==> src/rtl/miriscv_mem_arbiter.sv <==
// rtl/miriscv_mem_arbiter.sv - shares one req/gnt/rvalid memory port between fetch (I) and LSU (D)
// D has fixed priority over I, with a starvation guard; in-order responses are routed by an ID FIFO.
module miriscv_mem_arbiter #(
    parameter int XLEN            = 32,
    parameter int MAX_OUTSTANDING = 2,
    parameter int STARVE_LIMIT    = 4
) (
    input  logic              clk_i,
    input  logic              rst_i,
    input  logic              instr_req_i,
    input  logic [XLEN-1:0]   instr_addr_i,
    output logic              instr_gnt_o,
    output logic              instr_rvalid_o,
    output logic [XLEN-1:0]   instr_rdata_o,
    input  logic              data_req_i,
    input  logic              data_we_i,
    input  logic [XLEN/8-1:0] data_be_i,
    input  logic [XLEN-1:0]   data_addr_i,
    input  logic [XLEN-1:0]   data_wdata_i,
    output logic              data_gnt_o,
    output logic              data_rvalid_o,
    output logic [XLEN-1:0]   data_rdata_o,
    output logic              mem_req_o,
    output logic              mem_we_o,
    output logic [XLEN/8-1:0] mem_be_o,
    output logic [XLEN-1:0]   mem_addr_o,
    output logic [XLEN-1:0]   mem_wdata_o,
    input  logic              mem_gnt_i,
    input  logic              mem_rvalid_i,
    input  logic [XLEN-1:0]   mem_rdata_i,
    output logic              proto_err_o
);

    localparam int CNT_W = $clog2(MAX_OUTSTANDING + 1);
    localparam int PTR_W = (MAX_OUTSTANDING > 1) ? $clog2(MAX_OUTSTANDING) : 1;
    localparam int SC_W  = $clog2(STARVE_LIMIT + 1);

    localparam logic [CNT_W-1:0] CNT_MAX  = CNT_W'(MAX_OUTSTANDING);
    localparam logic [PTR_W-1:0] PTR_LAST = PTR_W'(MAX_OUTSTANDING - 1);
    localparam logic [SC_W-1:0]  SC_MAX   = SC_W'(STARVE_LIMIT);

    localparam logic PORT_I = 1'b0;
    localparam logic PORT_D = 1'b1;

    typedef enum logic {
        IDLE,
        WAIT_GNT
    } state_e;

    state_e                     state_q, state_d;
    logic                       lock_q, lock_d;
    logic [CNT_W-1:0]           count_q, count_d;
    logic [PTR_W-1:0]           wptr_q, wptr_d;
    logic [PTR_W-1:0]           rptr_q, rptr_d;
    logic [MAX_OUTSTANDING-1:0] fifo_q, fifo_d;
    logic [SC_W-1:0]            starve_q, starve_d;

    logic sel;
    logic req;
    logic accept;
    logic rsp_pop;
    logic head;
    logic fifo_empty;

    always_comb begin
        state_d = state_q;
        lock_d  = lock_q;
        sel     = PORT_I;
        req     = 1'b0;
        if (!rst_i) begin
            case (state_q)
                IDLE: begin
                    if ((count_q < CNT_MAX) && (instr_req_i || data_req_i)) begin
                        req = 1'b1;
                        if ((starve_q == SC_MAX) && instr_req_i) begin
                            sel = PORT_I;
                        end else if (data_req_i) begin
                            sel = PORT_D;
                        end else begin
                            sel = PORT_I;
                        end
                        if (!mem_gnt_i) begin
                            state_d = WAIT_GNT;
                            lock_d  = sel;
                        end
                    end
                end
                WAIT_GNT: begin
                    // Issue was already admitted by the count gate; only wait for gnt.
                    req = 1'b1;
                    sel = lock_q;
                    if (mem_gnt_i) begin
                        state_d = IDLE;
                    end
                end
                default: state_d = IDLE;
            endcase
        end
    end

    always_comb begin
        mem_req_o   = req;
        mem_we_o    = 1'b0;
        mem_be_o    = '0;
        mem_addr_o  = '0;
        mem_wdata_o = '0;
        if (req) begin
            if (sel == PORT_D) begin
                mem_we_o    = data_we_i;
                mem_be_o    = data_be_i;
                mem_addr_o  = data_addr_i;
                mem_wdata_o = data_wdata_i;
            end else begin
                mem_be_o    = '1;
                mem_addr_o  = instr_addr_i;
            end
        end
    end

    assign accept      = req & mem_gnt_i;
    assign instr_gnt_o = accept & (sel == PORT_I);
    assign data_gnt_o  = accept & (sel == PORT_D);

    assign fifo_empty     = (count_q == '0);
    assign head           = fifo_q[rptr_q];
    assign rsp_pop        = mem_rvalid_i & ~fifo_empty & ~rst_i;
    assign proto_err_o    = mem_rvalid_i & fifo_empty & ~rst_i;
    assign instr_rvalid_o = rsp_pop & (head == PORT_I);
    assign data_rvalid_o  = rsp_pop & (head == PORT_D);
    assign instr_rdata_o  = mem_rdata_i;
    assign data_rdata_o   = mem_rdata_i;

    always_comb begin
        fifo_d  = fifo_q;
        wptr_d  = wptr_q;
        rptr_d  = rptr_q;
        count_d = count_q;
        if (accept) begin
            fifo_d[wptr_q] = sel;
            wptr_d = (wptr_q == PTR_LAST) ? '0 : wptr_q + PTR_W'(1);
        end
        if (rsp_pop) begin
            rptr_d = (rptr_q == PTR_LAST) ? '0 : rptr_q + PTR_W'(1);
        end
        case ({accept, rsp_pop})
            2'b10:   count_d = count_q + CNT_W'(1);
            2'b01:   count_d = count_q - CNT_W'(1);
            default: count_d = count_q;
        endcase
    end

    always_comb begin
        starve_d = starve_q;
        if (!instr_req_i || instr_gnt_o) begin
            starve_d = '0;
        end else if (data_gnt_o && (starve_q != SC_MAX)) begin
            starve_d = starve_q + SC_W'(1);
        end
    end

    always_ff @(posedge clk_i) begin
        if (rst_i) begin
            state_q  <= IDLE;
            lock_q   <= PORT_I;
            count_q  <= '0;
            wptr_q   <= '0;
            rptr_q   <= '0;
            fifo_q   <= '0;
            starve_q <= '0;
        end else begin
            state_q  <= state_d;
            lock_q   <= lock_d;
            count_q  <= count_d;
            wptr_q   <= wptr_d;
            rptr_q   <= rptr_d;
            fifo_q   <= fifo_d;
            starve_q <= starve_d;
        end
    end

endmodule

==> config.mk <==
export PLATFORM = sky130hd
export DESIGN_NAME = miriscv_mem_arbiter
export DESIGN_NICKNAME = d
export VERILOG_FILES = /design/src/rtl/miriscv_mem_arbiter.sv
export SDC_FILE = /design/constraint.sdc
export NUM_CORES = 1
export LEC_CHECK = 0
export ABC_CLOCK_PERIOD_IN_PS = 4260
export CAP_MARGIN = 20
export CORE_AREA = 2 2 107 109
export CTS_BUF_LIST = sky130_fd_sc_hd__clkbuf_4 sky130_fd_sc_hd__clkbuf_8 sky130_fd_sc_hd__clkbuf_16
export CTS_CLUSTER_DIAMETER = 200
export DETAILED_ROUTE_END_ITERATION = 16
export DIE_AREA = 0 0 109 111
export DONT_BUFFER_PORTS = 1
export GPL_ROUTABILITY_DRIVEN = 1
export PLACE_DENSITY = 0.31
export SYNTH_ARGS = -nofsm -noshare
export SYNTH_HDL_FRONTEND = slang
export SYNTH_SLANG_ARGS = --single-unit
export TNS_END_PERCENT = 10
==> constraint.sdc <==
create_clock -name clk_i -period 4.26 [get_ports clk_i]
set_input_delay 1.278 -clock clk_i [delete_from_list [all_inputs] [get_ports clk_i]]
set_output_delay 1.278 -clock clk_i [all_outputs]
set_load 0.03 [all_outputs]
==> metrics.txt <==
H-tree lvl count 1; Non-Filler Instances 402; synthesized flop and latch total 11; vias 1,688; post-route ant nets 0; CTS tree done; Congestion Overflow GR 0; CP max stage delay 0.33 ns; buffer count from post-CTS setup fixing 0; Leak 0.818 nW; Overall Global Routing Usage 8.25%; clock sinks 11; initial core utilization 16.7%; vias in the first global route 1,499; simple logic cell fraction of the synthesized area 34.5%; mux contribution to synthesized area 0.540%; fmax 0.254 GHz; Slew Viols, Final 0; multi-input logic area 1050 µm²; worst-margin pin slew 0.589 ns; DRT iter0 DRCs 68; # DRC 0; WL/cell 14.5 µm; IO Port Bufs 0; die width 109 µm; setup TNS 0 ns; clock root cell clkbuf_16; Inserted Diodes 0; WS Path Type in -> out; crit path cell chain nor4b_4 -> o2bb2ai_4 -> buf_12 -> nand2_1 -> a21oi_1 -> buf_4; final setup violation count 0; Synth-to-Final Area Change 3.31%; Cell Rows 39; Critical Path RT 2.98 ns; syn avg cell area 6.37 µm²; post-route cell area 1920 µm²; worst vdd ir 0.0000999 V; minimum clock period after layout 3.93 ns; DRT Wirelength 5830 µm; fill count 1,276; most instantiated library cell after synthesis nand2_1; CTS clk-pin slew, worst paths 0.04 ns; largest net degree at the start of global routing 51; Routability Congestion 0.695; synthesized-area fraction occupied by adder cells 2.02%; dpl cell area 1840 µm²; dpl cells 398; Register Area 220 µm²; synth warn 0; EDFF count, synth 0; Ports 278; post-synthesis cell type count 33; Main synth FF type dfxtp_1; FF-to-FF Start count_q[1]; share of layout cells above drive strength 1 20.8%; Rel. slew slack 60.7%; worst hold path class reg -> reg; top post-synthesis cells by area buf_4 (27%), nand2_1 (14%), dfxtp_1 (12%); Longest Clk Path Bufs 2; Synth Net Count 433; CP Launch Type input port; Die Ht 111 µm; Synth top cells by count nand2_1 (69), buf_4 (66), a21oi_1 (36); crit path max fanout 50; Max Cap Violations 0; worst path arrival time 2.65 ns; hpwl dp 4750 µm; Seq/Total Area, Yosys 11.9%; clock skew 0.00274 ns; Via density 4.20; RSZ-0062 raised after global routing false; nets 402; post-synth top area share 26.7%; die footprint 12,100 µm²; first-pass iteration count of the detailed router 4; cts bufs inserted 3; core area 11,100 µm²; Resize count post-CTS 0; Post-Syn Area 1850 µm²; status finished, final reports clean; antenna violations before repair 0; power per cell area 289 nW/µm²; Async SR Flop Fraction 0%; cts hold-fix bufs 0; Syn Inst Count 291; Fin. Hold Viols 0; endpoint class of the critical path output pin; post-synthesis xor/xnor area fraction 1.89%; Synth Area in Compound Gates 16.6%; largest family of logic cells by synthesized area simple AND/OR/NAND/NOR gates; Worst-Skew Late Latency 0.24 ns; cell accounting for the most synthesized area buf_4; Worst Hold Launch fifo_q[0]; period utilization 92.3%; first-pass GRT wire length 7840 µm; crit path launch rst_i; slowest cell on the critical path nor4b_4
area by class of cell:
cell class	instances	area share [%]
tap	143	9.34
timing repair buffer	45	18.9
multi-input combinational	194	55.1
clock inverter	1	0.261
inverter	5	0.980
clock buffer	3	3.92
sequential	11	11.5
through the flow:
| step | total power [W] | hold slack [ns] | utilization (%) | setup slack, ns |
|---|---|---|---|---|
| detailed placement | 0.000382 | 0.464 | 16.6 | 0.302 |
| finish | 0.000554 | 0.468 | 17.3 | 0.330 |
| floorplan | 0.000426 | 0.453 | - | 0.444 |
| CTS | 0.000562 | 0.470 | 17.3 | 0.301 |
| global route | 0.000584 | 0.498 | 17.3 | 0.186 |
| global placement | 0.000382 | 0.458 | 16.6 | 0.333 |
sequential cells by signal, summed over array words and instances, names as in the netlist:
signal / count
starve_q: 3
count_q: 2
fifo_q: 2
lock_q: 1
rptr_q: 1
state_q: 1
wptr_q: 1
metal layers:
layer / wire length (µm) / up-vias / share of wire (%) / GRT usage (%)
li1: - / 804 / - / -
met1: 2160 / 745 / 37 / 9.28
met2: 2930 / 134 / 50 / 14.9
met3: 689 / 5 / 12 / 2.76
met4: 51 / 0 / 0.87 / 1.62
met5: 0 / - / 0 / 0
power by group:
group	total [W]	switching [W]	internal, W
sequential	0.000116	0.00000702	0.000109
combinational	0.000262	0.000176	0.0000860
clock	0.000176	0.0000515	0.000125
worst paths after layout:
check,endpoint,slack (ns),cells past startpoint
max,mem_addr_o[4],0.33,6
min,fifo_q[0],0.47,2
max reg2reg,count_q[1],2.36,6
min reg2reg,fifo_q[0],0.47,2
logic make-up after synthesis:
family | count (synthesis)
AOI/OAI and AO/OA | 52
and+or+nand+nor | 134
buffers and inverters | 86
xor gates and xnor gates | 4
adders and majority gates | 3
muxes | 1
DFF | 11
worst max-delay path, delay by kind of cell:
family	cells	cell delay [ns]
buf+inv	2	0.46
compound gates	2	0.48
simple gates	2	0.42
cell usage in the layout, fill, tap and decap left out, drive strengths merged, types with 4 or more instances in the layout:
cell   synthesis  routed
nand2         69      69
buf           77      45
a21oi         36      36
and2          33      33
nor2          17      17
dfxtp         11      11
inv            5       5
or3            5       5
a31oi          4       4
(Power assumes the default switching activity.)
